[src/rtl/bexkat1_pkg.sv]
// Shared types and helpers for the bexkat1 memory/write-back stage.
//   op_t       : request opcode carried by the execute stage
//   SZ_*       : access/write size codes, matching the register file encoding
//   wb_state_t : stage controller states
package bexkat1_pkg;

    typedef enum logic [1:0] {
        OpAlu   = 2'd0,
        OpLoad  = 2'd1,
        OpStore = 2'd2,
        OpNop   = 2'd3
    } op_t;

    localparam logic [1:0] SZ_NONE = 2'd0;
    localparam logic [1:0] SZ_BYTE = 2'd1;
    localparam logic [1:0] SZ_HALF = 2'd2;
    localparam logic [1:0] SZ_WORD = 2'd3;

    typedef enum logic [1:0] {
        StIdle = 2'd0,
        StBus  = 2'd1,
        StWb   = 2'd2
    } wb_state_t;

    // Memory ops encode a word access as either SZ_NONE or SZ_WORD.
    function automatic logic [1:0] mem_size(input logic [1:0] size);
        return (size == SZ_NONE) ? SZ_WORD : size;
    endfunction

    function automatic logic misaligned(input logic [1:0] addr, input logic [1:0] size);
        case (size)
            SZ_HALF: return addr[0];
            SZ_WORD: return addr != 2'b00;
            default: return 1'b0;
        endcase
    endfunction

endpackage

[src/rtl/load_lane_extract.sv]
// Big-endian byte-lane helper: picks the addressed lane out of a bus word and
// zero-extends it, and reports the matching lane-select mask.
//   data  : bus word
//   addr  : byte offset within the word (0 = bits [31:24])
//   size  : SZ_BYTE / SZ_HALF / SZ_WORD (SZ_NONE treated as word)
//   value : zero-extended lane contents
//   sel   : byte lane selects
module load_lane_extract
    import bexkat1_pkg::*;
#(
    parameter int unsigned WIDTH = 32
) (
    input  logic [WIDTH-1:0] data,
    input  logic [1:0]       addr,
    input  logic [1:0]       size,
    output logic [WIDTH-1:0] value,
    output logic [3:0]       sel
);

    logic [7:0]  byte_lane;
    logic [15:0] half_lane;

    always_comb begin
        byte_lane = 8'h00;
        unique case (addr)
            2'd0: byte_lane = data[31:24];
            2'd1: byte_lane = data[23:16];
            2'd2: byte_lane = data[15:8];
            2'd3: byte_lane = data[7:0];
            default: byte_lane = 8'h00;
        endcase
        half_lane = addr[1] ? data[15:0] : data[31:16];
    end

    always_comb begin
        value = data;
        sel   = 4'b1111;
        case (size)
            SZ_BYTE: begin
                value = {{(WIDTH-8){1'b0}}, byte_lane};
                sel   = 4'b1000 >> addr;
            end
            SZ_HALF: begin
                value = {{(WIDTH-16){1'b0}}, half_lane};
                sel   = addr[1] ? 4'b0011 : 4'b1100;
            end
            default: begin
                value = data;
                sel   = 4'b1111;
            end
        endcase
    end

endmodule

[src/rtl/mem_writeback.sv]
// Final bexkat1 pipeline stage: forwards ALU results to the register file with
// one cycle of latency, runs single-beat bus cycles for loads/stores and carries
// the push/pop stack-pointer update so both register writes land together.
//   clk_i, rst_ni         : clock, synchronous active-low reset
//   in_*                  : request from execute (valid/ready handshake)
//   bus_*                 : Wishbone-style single-beat master
//   rf_write_*, rf_sp_*   : register file dest and SP write ports (size codes)
//   fault_o               : one-cycle pulse on bus error or misaligned access
module mem_writeback
    import bexkat1_pkg::*;
#(
    parameter int unsigned       WIDTH  = 32,
    parameter int unsigned       COUNTP = 4,
    parameter logic [COUNTP-1:0] SPREG  = 4'd15
) (
    input  logic              clk_i,
    input  logic              rst_ni,

    input  logic              in_valid,
    output logic              in_ready,
    input  logic [1:0]        in_op,
    input  logic [1:0]        in_size,
    input  logic [WIDTH-1:0]  in_addr,
    input  logic [WIDTH-1:0]  in_data,
    input  logic [COUNTP-1:0] in_dest,
    input  logic [WIDTH-1:0]  in_sp_data,
    input  logic [1:0]        in_sp_en,

    output logic              bus_cyc_o,
    output logic              bus_stb_o,
    output logic              bus_we_o,
    output logic [WIDTH-1:0]  bus_adr_o,
    output logic [WIDTH-1:0]  bus_dat_o,
    output logic [3:0]        bus_sel_o,
    input  logic [WIDTH-1:0]  bus_dat_i,
    input  logic              bus_ack_i,
    input  logic              bus_err_i,

    output logic [COUNTP-1:0] rf_write_addr,
    output logic [WIDTH-1:0]  rf_write_data,
    output logic [1:0]        rf_write_en,
    output logic [WIDTH-1:0]  rf_sp_data,
    output logic [1:0]        rf_sp_en,
    output logic              fault_o
);

    wb_state_t state_q, state_d;

    // Request fields held across the bus cycle.
    logic              is_load_q, is_load_d;
    logic [1:0]        size_q, size_d;
    logic [1:0]        addr_lo_q, addr_lo_d;
    logic [COUNTP-1:0] dest_q, dest_d;
    logic [WIDTH-1:0]  sp_data_q, sp_data_d;
    logic [1:0]        sp_en_q, sp_en_d;

    logic              cyc_q, cyc_d;
    logic              we_q, we_d;
    logic [WIDTH-1:0]  adr_q, adr_d;
    logic [WIDTH-1:0]  dat_q, dat_d;
    logic [3:0]        sel_q, sel_d;

    logic [COUNTP-1:0] rf_addr_q, rf_addr_d;
    logic [WIDTH-1:0]  rf_data_q, rf_data_d;
    logic [1:0]        rf_en_q, rf_en_d;
    logic [WIDTH-1:0]  rf_sp_data_q, rf_sp_data_d;
    logic [1:0]        rf_sp_en_q, rf_sp_en_d;
    logic              fault_q, fault_d;

    op_t               op;
    logic              accept;
    logic              is_mem;
    logic              dest_writes;
    logic              sp_conflict;
    logic [1:0]        req_size;
    logic [1:0]        req_sp_en;
    logic [WIDTH-1:0]  store_data;

    logic [1:0]        lane_addr;
    logic [1:0]        lane_size;
    logic [WIDTH-1:0]  lane_value;
    logic [3:0]        lane_sel;

    assign in_ready = (state_q != StBus);

    // Accepts only happen outside StBus and extraction only inside it, so one
    // lane helper serves both the request lane selects and the load data.
    assign lane_addr = (state_q == StBus) ? addr_lo_q : in_addr[1:0];
    assign lane_size = (state_q == StBus) ? size_q : req_size;

    load_lane_extract #(
        .WIDTH (WIDTH)
    ) u_lane (
        .data  (bus_dat_i),
        .addr  (lane_addr),
        .size  (lane_size),
        .value (lane_value),
        .sel   (lane_sel)
    );

    always_comb begin
        op          = op_t'(in_op);
        accept      = in_valid && in_ready;
        is_mem      = (op == OpLoad) || (op == OpStore);
        req_size    = is_mem ? mem_size(in_size) : in_size;
        // Only an op that really writes its dest can collide with the SP write.
        dest_writes = (op == OpLoad) || ((op == OpAlu) && (in_size != SZ_NONE));
        sp_conflict = dest_writes && (in_dest == SPREG) && (in_sp_en != SZ_NONE);
        req_sp_en   = sp_conflict ? SZ_NONE : in_sp_en;

        case (req_size)
            SZ_BYTE: store_data = {4{in_data[7:0]}};
            SZ_HALF: store_data = {2{in_data[15:0]}};
            default: store_data = in_data;
        endcase
    end

    always_comb begin
        state_d      = state_q;
        is_load_d    = is_load_q;
        size_d       = size_q;
        addr_lo_d    = addr_lo_q;
        dest_d       = dest_q;
        sp_data_d    = sp_data_q;
        sp_en_d      = sp_en_q;
        cyc_d        = cyc_q;
        we_d         = we_q;
        adr_d        = adr_q;
        dat_d        = dat_q;
        sel_d        = sel_q;
        rf_addr_d    = rf_addr_q;
        rf_data_d    = rf_data_q;
        rf_sp_data_d = rf_sp_data_q;
        rf_en_d      = SZ_NONE;
        rf_sp_en_d   = SZ_NONE;
        fault_d      = 1'b0;

        unique case (state_q)
            StIdle, StWb: begin
                state_d = StIdle;
                if (accept) begin
                    if (!is_mem) begin
                        state_d      = StWb;
                        rf_addr_d    = in_dest;
                        rf_data_d    = in_data;
                        rf_en_d      = in_size;
                        rf_sp_data_d = in_sp_data;
                        rf_sp_en_d   = req_sp_en;
                    end else if (misaligned(in_addr[1:0], req_size)) begin
                        fault_d = 1'b1;
                    end else begin
                        state_d   = StBus;
                        is_load_d = (op == OpLoad);
                        size_d    = req_size;
                        addr_lo_d = in_addr[1:0];
                        dest_d    = in_dest;
                        sp_data_d = in_sp_data;
                        sp_en_d   = req_sp_en;
                        cyc_d     = 1'b1;
                        we_d      = (op == OpStore);
                        adr_d     = {in_addr[WIDTH-1:2], 2'b00};
                        dat_d     = store_data;
                        sel_d     = lane_sel;
                    end
                end
            end
            StBus: begin
                if (bus_ack_i) begin
                    state_d      = StWb;
                    cyc_d        = 1'b0;
                    we_d         = 1'b0;
                    sel_d        = 4'b0000;
                    rf_addr_d    = dest_q;
                    rf_sp_data_d = sp_data_q;
                    rf_sp_en_d   = sp_en_q;
                    if (is_load_q) begin
                        rf_data_d = lane_value;
                        rf_en_d   = size_q;
                    end
                end else if (bus_err_i) begin
                    state_d = StIdle;
                    cyc_d   = 1'b0;
                    we_d    = 1'b0;
                    sel_d   = 4'b0000;
                    fault_d = 1'b1;
                end
            end
            default: state_d = StIdle;
        endcase
    end

    always_ff @(posedge clk_i) begin
        if (!rst_ni) begin
            state_q      <= StIdle;
            is_load_q    <= 1'b0;
            size_q       <= SZ_NONE;
            addr_lo_q    <= 2'b00;
            dest_q       <= '0;
            sp_data_q    <= '0;
            sp_en_q      <= SZ_NONE;
            cyc_q        <= 1'b0;
            we_q         <= 1'b0;
            adr_q        <= '0;
            dat_q        <= '0;
            sel_q        <= 4'b0000;
            rf_addr_q    <= '0;
            rf_data_q    <= '0;
            rf_en_q      <= SZ_NONE;
            rf_sp_data_q <= '0;
            rf_sp_en_q   <= SZ_NONE;
            fault_q      <= 1'b0;
        end else begin
            state_q      <= state_d;
            is_load_q    <= is_load_d;
            size_q       <= size_d;
            addr_lo_q    <= addr_lo_d;
            dest_q       <= dest_d;
            sp_data_q    <= sp_data_d;
            sp_en_q      <= sp_en_d;
            cyc_q        <= cyc_d;
            we_q         <= we_d;
            adr_q        <= adr_d;
            dat_q        <= dat_d;
            sel_q        <= sel_d;
            rf_addr_q    <= rf_addr_d;
            rf_data_q    <= rf_data_d;
            rf_en_q      <= rf_en_d;
            rf_sp_data_q <= rf_sp_data_d;
            rf_sp_en_q   <= rf_sp_en_d;
            fault_q      <= fault_d;
        end
    end

    assign bus_cyc_o     = cyc_q;
    assign bus_stb_o     = cyc_q;
    assign bus_we_o      = we_q;
    assign bus_adr_o     = adr_q;
    assign bus_dat_o     = dat_q;
    assign bus_sel_o     = sel_q;
    assign rf_write_addr = rf_addr_q;
    assign rf_write_data = rf_data_q;
    assign rf_write_en   = rf_en_q;
    assign rf_sp_data    = rf_sp_data_q;
    assign rf_sp_en      = rf_sp_en_q;
    assign fault_o       = fault_q;

endmodule

[config.mk]
export PLATFORM = sky130hd
export DESIGN_NAME = mem_writeback
export DESIGN_NICKNAME = d
export VERILOG_FILES = /design/src/rtl/bexkat1_pkg.sv /design/src/rtl/load_lane_extract.sv /design/src/rtl/mem_writeback.sv
export SDC_FILE = /design/constraint.sdc
export NUM_CORES = 1
export LEC_CHECK = 0
export CELL_PAD_IN_SITES_DETAIL_PLACEMENT = 1
export CELL_PAD_IN_SITES_GLOBAL_PLACEMENT = 2
export CORE_UTILIZATION = 26
export CTS_CLUSTER_DIAMETER = 30
export DETAILED_ROUTE_END_ITERATION = 7
export GPL_TIMING_DRIVEN = 0
export PLACE_DENSITY = 0.81
export SLEW_MARGIN = 20
export SYNTH_ARGS = -nofsm -noshare
export SYNTH_HDL_FRONTEND = slang
export SYNTH_SLANG_ARGS = --single-unit
[constraint.sdc]
create_clock -name clk_i -period 4.27 [get_ports clk_i]
set_clock_uncertainty 0.2 [all_clocks]
set_input_delay 1.0675 -clock clk_i [delete_from_list [all_inputs] [get_ports clk_i]]
set_output_delay 1.0675 -clock clk_i [all_outputs]
set_load 0.005 [all_outputs]
# Word level (Yosys, flattened, before mapping)
# Index checks and enable logic that the tools add are counted.
word_totals:
  elab_cells: 125
  input_bits: 143
  reg_bits: 186
  output_inout_bits: 145
op_classes:
  n_eq_ne: 21
  n_bitwise: 1
  mux: 65
  reduce_logical: 19
  shift: 1
ops:
  columns: ["op", "n"]
  rows:
  - ["one-hot mux 32 bit (2 select lines)", 4]
  - ["2-to-1 mux 32 bit", 7]
  - ["2-to-1 mux 4 bit", 9]
  - ["2-to-1 mux 2 bit", 16]
  - ["one-hot mux 8 bit (4 select lines)", 1]
  - ["one-hot mux 4 bit (2 select lines)", 3]
  - ["2-to-1 mux 1 bit", 17]
  - ["2-to-1 mux 16 bit", 1]
  - ["== test 2 bit (second input constant)", 7]
  - ["!= test 2 bit (second input constant)", 6]
  - ["one-hot mux 2 bit (2 select lines)", 3]
  - ["== test 2 x 1 -> 1 bit (second input constant)", 5]
  - ["AND reduction 5 bit", 2]
  - ["zero test 2 bit", 4]
  - ["one-hot mux 1 bit (2 select lines)", 4]
  - ["AND reduction 4 bit", 2]
  - ["nonzero test 2 bit", 4]
  - ["== test 4 bit (second input constant)", 1]
  - ["logical AND 1 bit", 4]
  - [">> shifter 4 x 2 -> 4 bit (first input constant)", 1]
  - ["!= test 3 bit (second input constant)", 1]
  - ["logical OR 1 bit", 2]
  - ["!= test 2 x 1 -> 1 bit (second input constant)", 1]
  - ["OR reduction 2 bit", 1]
  - ["inverter 1 bit", 1]

# Logic depth before layout (Yosys ltp)
# Gate-level depths: netlist (run 1).
logic_depth:
  depth_word: 12
  mapped_depth: 15
  ltp_nobuf: 12

# Hierarchy
# A second synthesis (run 1) with hierarchy kept.
hier_totals:
  hier_cells: 1060
  area_unflattened_um2: 8881.0
by_module_without_submodules:
  columns: ["mod", "cells_each", "area_per_inst_um2", "instances", "seq_area_each_um2"]
  rows:
  - ["mem_writeback", 968, 8110.3, 1, 3723.6]
  - ["load_lane_extract", 92, 770.7, 1, 0.0]

# Worst setup path before layout (run 1)
# OpenSTA, ideal clock, no wires.
synth_timing:
  kind: "input-to-reg"
  start: "input in_op[0]"
  end: "register sel_q[2] (netlist: bus_sel_o[2])"
  n_path_buf: 3
  setup_ns: 0.121
  t_required_ns: 3.949
  setup_slack_ns: 0.589
  stages: 15
  arrival_ns: 3.360
  path_cell_list: "inv_1 ha_1 buf_2 mux2i_1 nor2_1 nor2_1 inv_1 ha_1 and4b_1 a311o_1 clkbuf_1 nor2b_1 clkbuf_1 nor3_1 nor3b_1"
synth_between:
  elab_chain_cells: 10
synth_rtl:
  columns: ["element", "line_no", "text"]
  rows:
  - ["from (decl)", "mem_writeback.sv:21", "input logic [1:0] in_op,"]
  - ["== test 2 x 1 -> 1 bit / == test 2 bit (equally long branches)", "mem_writeback.sv:104", "is_mem = (op == OpLoad) || (op == OpStore);"]
  - ["logical OR 1 bit (*)", "mem_writeback.sv:104", null]
  - ["2-to-1 mux 2 bit", "mem_writeback.sv:105", "req_size = is_mem ? mem_size(in_size) : in_size;"]
  - ["== test 2 bit / 2-to-1 mux 2 bit (equally long branches)", "bexkat1_pkg.sv:31, mem_writeback.sv:89", null]
  - ["one-hot mux 1 bit (2 select lines) (tied with other cells)", "bexkat1_pkg.sv:31", "case (size)"]
  - ["2-to-1 mux 1 bit / one-hot mux 4 bit (2 select lines) (equally long branches)", "mem_writeback.sv:142, load_lane_extract.sv:38", null]
  - ["2-to-1 mux 1 bit / 2-to-1 mux 4 bit (equally long branches)", "mem_writeback.sv:141, mem_writeback.sv:149", null]
  - ["2-to-1 mux 1 bit / 2-to-1 mux 4 bit (equally long branches)", "mem_writeback.sv:138, mem_writeback.sv:142", null]
  - ["!= test 2 bit (no line) / 2-to-1 mux 4 bit (equally long branches)", null, null]
  - ["AND reduction 5 bit (no line) / one-hot mux 4 bit (2 select lines) (equally long branches)", null, null]
  - ["to (signal assigned)", "mem_writeback.sv:224", "sel_q <= sel_d;"]
  - ["to (decl)", "mem_writeback.sv:61", "logic [3:0] sel_q, sel_d;"]
# Every way passes the cells marked *; elsewhere a longest branch is shown, timed or not. The select of a mux whose other input is x is not followed.
# A chain may end at the register's enable or synchronous reset.

# Worst setup path after layout (run 1)
layout_timing:
  start: "input in_op[0]"
  end: "register rf_sp_data_q[11] (netlist: rf_sp_data[11])"
layout_between:
  elab_chain_cells: 4
layout_rtl:
  columns: ["element", "line_no", "text"]
  rows:
  - ["== test 2 x 1 -> 1 bit / == test 2 bit (equally long branches)", "mem_writeback.sv:104", null]
  - ["logical OR 1 bit (*)", "mem_writeback.sv:104", null]
  - ["!= test 2 bit (no line) (*)", null, null]
  - ["AND reduction 4 bit (no line) (*)", null, null]
  - ["to (signal assigned)", "mem_writeback.sv:228", "rf_sp_data_q <= rf_sp_data_d;"]
  - ["to (decl)", "mem_writeback.sv:66", "logic [WIDTH-1:0] rf_sp_data_q, rf_sp_data_d;"]
# Every way passes the cells marked *; elsewhere a longest branch is shown, timed or not.

==> metrics.md, run 1 <==
| Metric | Value |
|---|---|
| Status | `completed` |
| Fillers | `3,825` |
| GRT overflow | `0` |
| # IOs | `288` |
| Clk root buf | `clkbuf_16` |
| Avg Cell Area, Syn | `8.213 µm²` |
| Synth area leaders | `dfxtp_1, nand2_1, o211a_1` |
| GRT Util Overall | `0.2197` |
| DIE HEIGHT | `183.4 µm` |
| Cts bufs inserted | `17` |
| Worst-path fanout max | `10` |
| Bufs and invs on worst path | `5` |
| Share of cells above drive strength 1 | `0.05092` |
| Most common cell after layout, fill and taps aside | `nand2_1` |
| # setup viols final | `0` |
| Initial antenna violation count | `1` |
| Nature of the critical path endpoint | `flop` |
| Setup crit start kind | `input port` |
| Sequential-to-total area share from yosys stat | `0.4351` |
| Later-pin clock latency in the skew report | `0.45 ns` |
| Pleak | `5.062 nW` |
| First-pass GRT wire length | `55,130 µm` |
| Worst Path Arrival | `4.24 ns` |
| Synthesized area | `8558 µm²` |
| Headroom to the max-slew limit | `0.4050` |
| Distinct cells, synth | `47` |
| Die area | `33,650 µm²` |
| DRC violation total after the first TritonRoute iteration | `around 440` |
| Post-CTS setup buffer count | `0` |
| Antenna Violating Nets Remaining | `0` |
| Die width | `183.4 µm` |
| Setup TNS | `0 ns` |
| CTS tree | `yes` |
| Worst Setup Path Type | `input port to flop` |
| CP delay by family, top | `buffers and inverters` |
| PD cells | `363.3 nW/µm²` |
| HP Class | `flop to flop` |
| #FFs+latches synth | `186` |
| Synth warnings | `0` |
| Pre-CTS WS | `-0.5815 ns` |
| Worst-case clock buffer depth | `2` |
| Vias in the first global route | `between 8,000 and 9,000` |
| Worst EP required | `4.40 ns` |
| H-tree depth | `4` |
| Core area | `32,450 µm²` |
| Multi-input logic area | `4405 µm²` |
| Max-cap violations | `0` |
| F_max | `243.6 MHz` |
| Hold Fails Final Rpt | `0` |
| Top-area cell type share of the netlist area | `0.4351` |
| RSZ-0062 raised after global routing | `no` |
| Post-DP HPWL | `29,120 µm` |
| Max-slew violation count | `0` |
| Cell mode on critical path | `clkbuf_1` |
| Final setup margin | `0.1652 ns` |
| CTS Sinks | `186` |
| VDD IR max | `0.2621 mV` |
| Final Routed Wirelength | `roughly 37,000 µm` |
| Diodes inserted | `0` |
| Std cell rows | `66` |
| Most frequent cells in the layout | `nand2_1, clkdlybuf4s50_1, dfxtp_1` |
| Buffers on Ports | `283` |
| Crit-path cells | `clkdlybuf4s50_1 > inv_1 > ha_1 > buf_2 > or3b_2 > clkbuf_1 > nand2_1 > clkbuf_1 > nand3_1 > o211a_1` |
| Sequential cell area | `about 3700 µm²` |
| DR vias | `8,724` |
| Crit-path slowest cell | `clkdlybuf4s50_1` |
| Final Wtd Congestion | `0.8983` |
| Final min period | `4.105 ns` |
| Slew @ Worst Pin | `0.8925 ns` |
| Nets | `1,494` |
| Clk pin slew, worst setup/hold paths | `0.06 ns` |
| Area Overhead vs Synth | `46.52%` |
| Mapped Cells | `1,042` |
| Max incr delay on CP | `0.50 ns` |
| Hold-fix buffers at CTS | `0` |
| Largest net degree at the start of global routing | `20` |
| Initial core utilization | `0.2637` |
| Residual DRC | `0` |
| Vias/cell | `4.855` |
| First-pass DRT Iterations | `6` |
| Biggest area consumer among synthesized cells | `dfxtp_1` |
| WL per Instance | `20.76 µm` |
| Period utilization | `0.9613` |
==> stage by stage <==
stage | hold slack, ns | total power [W] | instances | cell area, µm² | utilization
3_3_place_gp | 0.2403 | 0.002994 | 1768 | 11950 | 0.3681
5_1_grt | 0.2760 | 0.004770 | 1797 | 12540 | 0.3864
6_report | 0.2513 | 0.004556 | 1797 | 12540 | 0.3864
2_1_floorplan | 0.2307 | 0.002411 | 1043 | 8562 | -
4_1_cts | 0.2541 | 0.004603 | 1797 | 12510 | 0.3854
3_5_place_dp | 0.2455 | 0.003006 | 1768 | 11950 | 0.3681
==> synth_stat cells, drive strengths merged <==
library cell and number:
a211oi 2, a21boi 99, a21o 1, a21oi 13, a221o 2, a221oi 10
a22o 16, a22oi 10, a311o 1, a32oi 2, a41oi 7, and2 1
and3 1, and3b 2, and4 1, and4b 2, buf 22, clkbuf 74
conb 1, dfxtp 186, ha 8, inv 16, mux2 2, mux2i 2
nand2 306, nand2b 2, nand3 74, nand3b 2, nand4b 1, nor2 26
nor2b 5, nor3 1, nor3b 4, o211a 60, o211ai 32, o21a 2
o21ai 19, o21ba 1, o221ai 9, or3 8, or3b 2, or4bb 7
==> path summary, 6_finish.rpt <==
check,from,end,slack [ns],depth (start not counted)
worst max-delay path,in_op[0],rf_sp_data[11],0.17,10
worst min-delay path,bus_dat_o[11],bus_dat_o[11],0.25,2
worst min register to register,bus_dat_o[11],bus_dat_o[11],0.25,2
worst max register to register,state_q[0],rf_write_data[4],0.39,14
==> flip-flops by register name, summed over array words and instances (netlist names), 4 cells and up <==
name / flops
bus_dat_o: 32
bus_sel_o: 4
sp_data_q: 32
rf_write_addr: 4
bus_adr_o: 30
rf_sp_data: 32
dest_q: 4
rf_write_data: 32
==> area by class of cell <==
type                            instances  share of cell area
Inverter                               16            0.004789
Tap cell                              442             0.04410
Timing Repair Buffer                  283              0.2261
Clock buffer                           19             0.03452
Multi-Input combinational cell        745              0.3513
Buffer                                 94             0.03203
Clock inverter                         12             0.01018
Sequential cell                       186              0.2969
==> tightest hold or removal path: stages (launching register included) <==
cell and delay [ns]:
dfxtp_1 0.31, nand2_1 0.05, a21boi_1 0.05
==> metal layers <==
layer	routed length, µm	vias to the layer above	track usage
met1	17190	4236	0.2892
met3	1711	26	0.03883
met4	618	0	0.06367
met2	17790	208	0.3655
li1	-	4254	-
met5	0	-	0
==> what timing repair did <==
item,in CTS,in global routing
pin swaps,0,0
resized for setup,3,15
setup endpoints to repair,36,82
==> cell families (layout without fill, tap and decap cells) <==
| group | Yosys count | in the layout | share of synthesized area |
|---|---|---|---|
| AO/OA/AOI/OAI | 286 | 286 | 0.2687 |
| adder cells (fa/ha/maj) | 8 | 8 | 0.01170 |
| buffers and inverters | 112 | 424 | 0.05395 |
| flip-flops | 186 | 186 | 0.4351 |
| multiplexers | 4 | 4 | 0.004971 |
| other | 1 | 2 | 0.0004382 |
| AND/OR/NAND/NOR | 445 | 445 | 0.2251 |
==> power breakdown <==
group          switching [W]  total (W)  internal, W
sequential         0.0000756    0.00194      0.00186
combinational       0.000540    0.00104     0.000496
clock               0.000726    0.00158     0.000857
Note: power is estimated with default switching activity, not from simulation.
==> inputs of run 2 (changes only) <==
--- a/config.mk
+++ b/config.mk
@@ -5,6 +5,7 @@
 export SDC_FILE = /design/constraint.sdc
 export NUM_CORES = 1
 export LEC_CHECK = 0
+export ABC_CLOCK_PERIOD_IN_PS = 4270
 export CELL_PAD_IN_SITES_DETAIL_PLACEMENT = 1
 export CELL_PAD_IN_SITES_GLOBAL_PLACEMENT = 2
 export CORE_UTILIZATION = 26
==> results of run 2 <==
No change in the layout: final DEF, timing and power equal those of run 1.
==> inputs of run 3 (changes only) <==
--- a/config.mk
+++ b/config.mk
@@ -13,6 +13,7 @@
 export DETAILED_ROUTE_END_ITERATION = 7
 export GPL_TIMING_DRIVEN = 0
 export PLACE_DENSITY = 0.81
+export SETUP_SLACK_MARGIN = 0.15
 export SLEW_MARGIN = 20
 export SYNTH_ARGS = -nofsm -noshare
 export SYNTH_HDL_FRONTEND = slang
==> run 3 against run 2 <==
Clock power about the same. Maximum frequency grew 2.5%. Cell area up 0.39%.
==> metrics.md, run 3 (synthesis results as in run 1) <==
| Metric | Value |
|---|---|
| Status | `completed` |
| WL per Instance | `20.85 µm` |
| M3 GR Usage | `0.03863` |
| Most common cell after layout, fill and taps aside | `nand2_1` |
| Setup crit start kind | `input port` |
| Pleak | `5.088 nW` |
| Max-cap violations | `0` |
| GRT overflow | `0` |
| CP endpoint | `rf_sp_data[29]` |
| Area Overhead vs Synth | `47.09%` |
| R2R setup slack | `0.47 ns` |
| Worst EP required | `4.41 ns` |
| FF-to-FF End | `rf_write_data[4]` |
| Hold Fails Final Rpt | `0` |
| Worst Path Arrival | `4.15 ns` |
| Final Routed Wirelength | `37,530 µm` |
| DIE HEIGHT | `183.4 µm` |
| Clk pin slew, worst setup/hold paths | `roughly 0.070 ns` |
| VDD IR max | `approximately 0.26 mV` |
| Max-slew violation count | `0` |
| CP Launch Point | `in_op[0]` |
| Die area | `33,650 µm²` |
| CTS tree | `yes` |
| Worst hold start | `bus_dat_o[11]` |
| Utilization after layout | `0.3879` |
| Std cell rows | `66` |
| Design Power | `0.004567 W` |
| DRC violation total after the first TritonRoute iteration | `423` |
| Met1 capacity usage during global routing | `0.2908` |
| Nets | `~1,500` |
| Final Wtd Congestion | `0.8983` |
| Residual DRC | `0` |
| RR Startpoint | `state_q[0]` |
| Diodes inserted | `0` |
| PD cells | `362.8 nW/µm²` |
| First-pass GRT wire length | `approximately 55,000 µm` |
| Hold-fix buffers at CTS | `0` |
| Fillers | `3,822` |
| RSZ-0062 raised after global routing | `yes` |
| Largest net degree at the start of global routing | `17` |
| Die width | `~180 µm` |
| HP Class | `flop to flop` |
| Slew @ Worst Pin | `0.9121 ns` |
| Cts bufs inserted | `17` |
| Initial antenna violation count | `1` |
| FF-to-FF path depth | `15` |
| F_max | `249.6 MHz` |
| Worst-path fanout max | `10` |
| # setup viols final | `0` |
| Final min period | `4.006 ns` |
| Min Hold Slack | `0.2513 ns` |
| DR vias | `between 8,000 and 9,000` |
| # IOs | `288` |
| H-tree depth | `4` |
| Worst-case clock buffer depth | `2` |
| Initial core utilization | `0.2637` |
| Core area | `32,450 µm²` |
| First-pass DRT Iterations | `5` |
| Buffers on Ports | `~280` |
| Vias in the first global route | `8,828` |
| Worst Setup Path Type | `input port to flop` |
| CTS Sinks | `186` |
| GRT busiest layer | `met2` |
| Nature of the critical path endpoint | `flop` |
| Post-DP HPWL | `29,120 µm` |
| Share of cells above drive strength 1 | `0.05670` |
| Most frequent cells in the layout | `nand2_1, clkdlybuf4s50_1, dfxtp_1` |
| GRT Util Overall | `0.2206` |
| Clk root buf | `clkbuf_16` |
| Placed Cells | `1,768` |
| Later-pin clock latency in the skew report | `0.45 ns` |
| Period utilization | `0.9381` |
| Met2 GRT Util | `0.3671` |
| Fin cells | `between 1,500 and 2,000` |
| Headroom to the max-slew limit | `0.3919` |
| Vias/cell | `between 4 and 5` |
| Antenna Violating Nets Remaining | `0` |
-- run 3: metal layers --
| layer | share of wire | vias up |
|---|---|---|
| li1 | - | 4258 |
| met1 | 0.46 | 4272 |
| met2 | 0.48 | 212 |
| met3 | 0.042 | 27 |
| met4 | 0.018 | 0 |
| met5 | 0 | - |
-- run 3: where the power goes --
part	switching, W	internal, W
logic	0.000547	0.000502
registers	0.0000757	0.00186
clock network	0.000723	0.000858
-- run 3: what timing repair did --
action,CTS,global route
pin swaps,0,1
gates resized for setup,12,20
setup buffers,0,1
setup endpoints to repair,56,74
-- run 3: per-stage QoR --
step           area (µm²)  worst slack, ns  setup TNS [ns]
5_1_grt             12590          0.09964               0
3_5_place_dp        11950          -0.5815          -39.20
2_1_floorplan        8562           0.5894               0
6_report            12590           0.2642               0
3_3_place_gp        11950          -0.5343          -29.74
4_1_cts             12530           0.1782               0
-- run 3: final cells by class --
cell class | count | area (µm²) | share of cell area
Inverter | 16 | 60.06 | 0.004771
Buffer | 96 | 420.4 | 0.03340
Timing Repair Buffer | 284 | 2839 | 0.2255
Sequential cell | 186 | 3724 | 0.2958
Multi-Input combinational cell | 745 | 4432 | 0.3521
Clock buffer | 19 | 432.9 | 0.03439
Tap cell | 442 | 553.0 | 0.04393
Clock inverter | 12 | 127.6 | 0.01014
-- run 3: worst min-delay path by stage --
| stage | slack (ns) | end | cells past startpoint |
|---|---|---|---|
| 3_5_place_dp | 0.25 | sp_en_q[1] | 2 |
| 4_1_cts | 0.25 | sp_en_q[1] | 2 |
| 6_report | 0.25 | bus_dat_o[11] | 2 |
| 5_1_grt | 0.28 | bus_adr_o[26] | 2 |
| 2_1_floorplan | 0.23 | addr_lo_q[1] | 2 |
| 3_3_place_gp | 0.24 | bus_adr_o[8] | 2 |
-- run 3: critical path: stages --
cell and delay [ns]:
clkdlybuf4s50_1 0.50, inv_1 0.08, ha_1 0.29, buf_4 0.18, or3b_2 0.48, clkbuf_1 0.30, nand2_1 0.46, clkbuf_1 0.42
nand3_1 0.19, o211a_1 0.17
==> RTL change, RTL diff (flow settings as in run 3) <==
The 3 states of `wb_state_t` get a one-hot encoding in 3 bits.
--- a/src/rtl/bexkat1_pkg.sv
+++ b/src/rtl/bexkat1_pkg.sv
@@ -17,8 +17,8 @@
     localparam logic [1:0] SZ_WORD = 2'd3;
 
-    typedef enum logic [1:0] {
-        StIdle = 2'd0,
-        StBus  = 2'd1,
-        StWb   = 2'd2
+    typedef enum logic [2:0] {
+        StIdle = 3'b001,
+        StBus  = 3'b010,
+        StWb   = 3'b100
     } wb_state_t;
 
Behaviour: same outputs for any inputs over 4 cycles, from zero or initial values and one cycle with rst_ni low; so few cycles prove little.
==> RTL change against run 3 <==
- worst setup slack worse by 0.036 ns
- cell count about the same
- sequential cell count rose by 1
- synthesized area grew 1.7%
- fmax decreased by 0.90%
- count of clock-buffer cells in the layout down 1
- non-clock buffer count decreased by 1
- total power up 4.3%
- routed wire length down 0.70%
- worst hold slack improved by 0.0056 ns
- design area increased by 1.8%
- critical path type unchanged
- critical endpoint is now rf_write_data[4]
==> RTL change: results (changes against run 3) <==
HP Start=bus_sel_o[1]; Detail Route met2 WL=17530 um (-2.0%); routed wl met3=2917 um (+84%); Switching Fraction=27.88% (-1.6 points); met2 GRT Util=37.04% (+0.33 points); distinct cell type count after synthesis=61 (+30%); XOR/XNOR share of the synthesized area=0.1007% (+0.10 points); top cells by count, synth=nand2_1 (293), dfxtp_1 (187), a21boi_0 (96), nand3_1 (73), o211a_1 (60); worst reg2reg setup slack=0.53 ns (+0.06 ns); Adder-Cell Fraction of Synth Area=1.294% (+0.12 points); share of post-route cells with drive strength above 1=6.485% (+0.81 points); wire length on met1=15950 um (-8.4%); global-route wire length before repair=55060 um (-0.47%); sequential fraction of the synthesis area=43.03% (-0.48 points); relative slew slack=39.69% (+0.50 points); mux cell area share after synthesis=2.546% (+2.0 points); initial antenna violation count=2 (+1); routability cong.=0.8959 (-0.27%); Initial DRC Count=452 (+6.9%); layout filler cell count=3918 (+2.5%); result of the run=finished clean; Max FO, Critical Path=9 (-1); post-route minimum period=4.042 ns (+0.03648 ns); final WL=37270 um (-0.70%); GR Util met3=6.351% (+2.5 points); R2R depth=14 (-1)
==> RTL change: cell types whose count changed after synthesis, sizes merged, moves of 10 or more <==
cell / run 3 / this run
clkbuf: 74 / 54
buf: 22 / 40
a22o: 16 / 0
mux2i: 2 / 18
nand2: 306 / 293
and3: 1 / 11
==> RTL change: through the flow <==
stage	std cells	total power [mW]	TNS [ns]
2_1_floorplan	1041	2.405	0
3_3_place_gp	1766	2.973	-17.35
3_5_place_dp	1766	2.988	-25.03
4_1_cts	1797	4.823	0
5_1_grt	1799	4.975	0
6_report	1799	4.764	0
==> RTL change: final cells by class <==
class / count / share of cell area [%]
repair buffers: 286 / 22.28
well taps: 442 / 4.315
plain buffers: 93 / 3.329
flip-flops and latches: 187 / 29.21
clock inverters: 13 / 1.679
multi-input cells: 743 / 35.27
clock buffers: 18 / 3.426
inverters: 17 / 0.4979
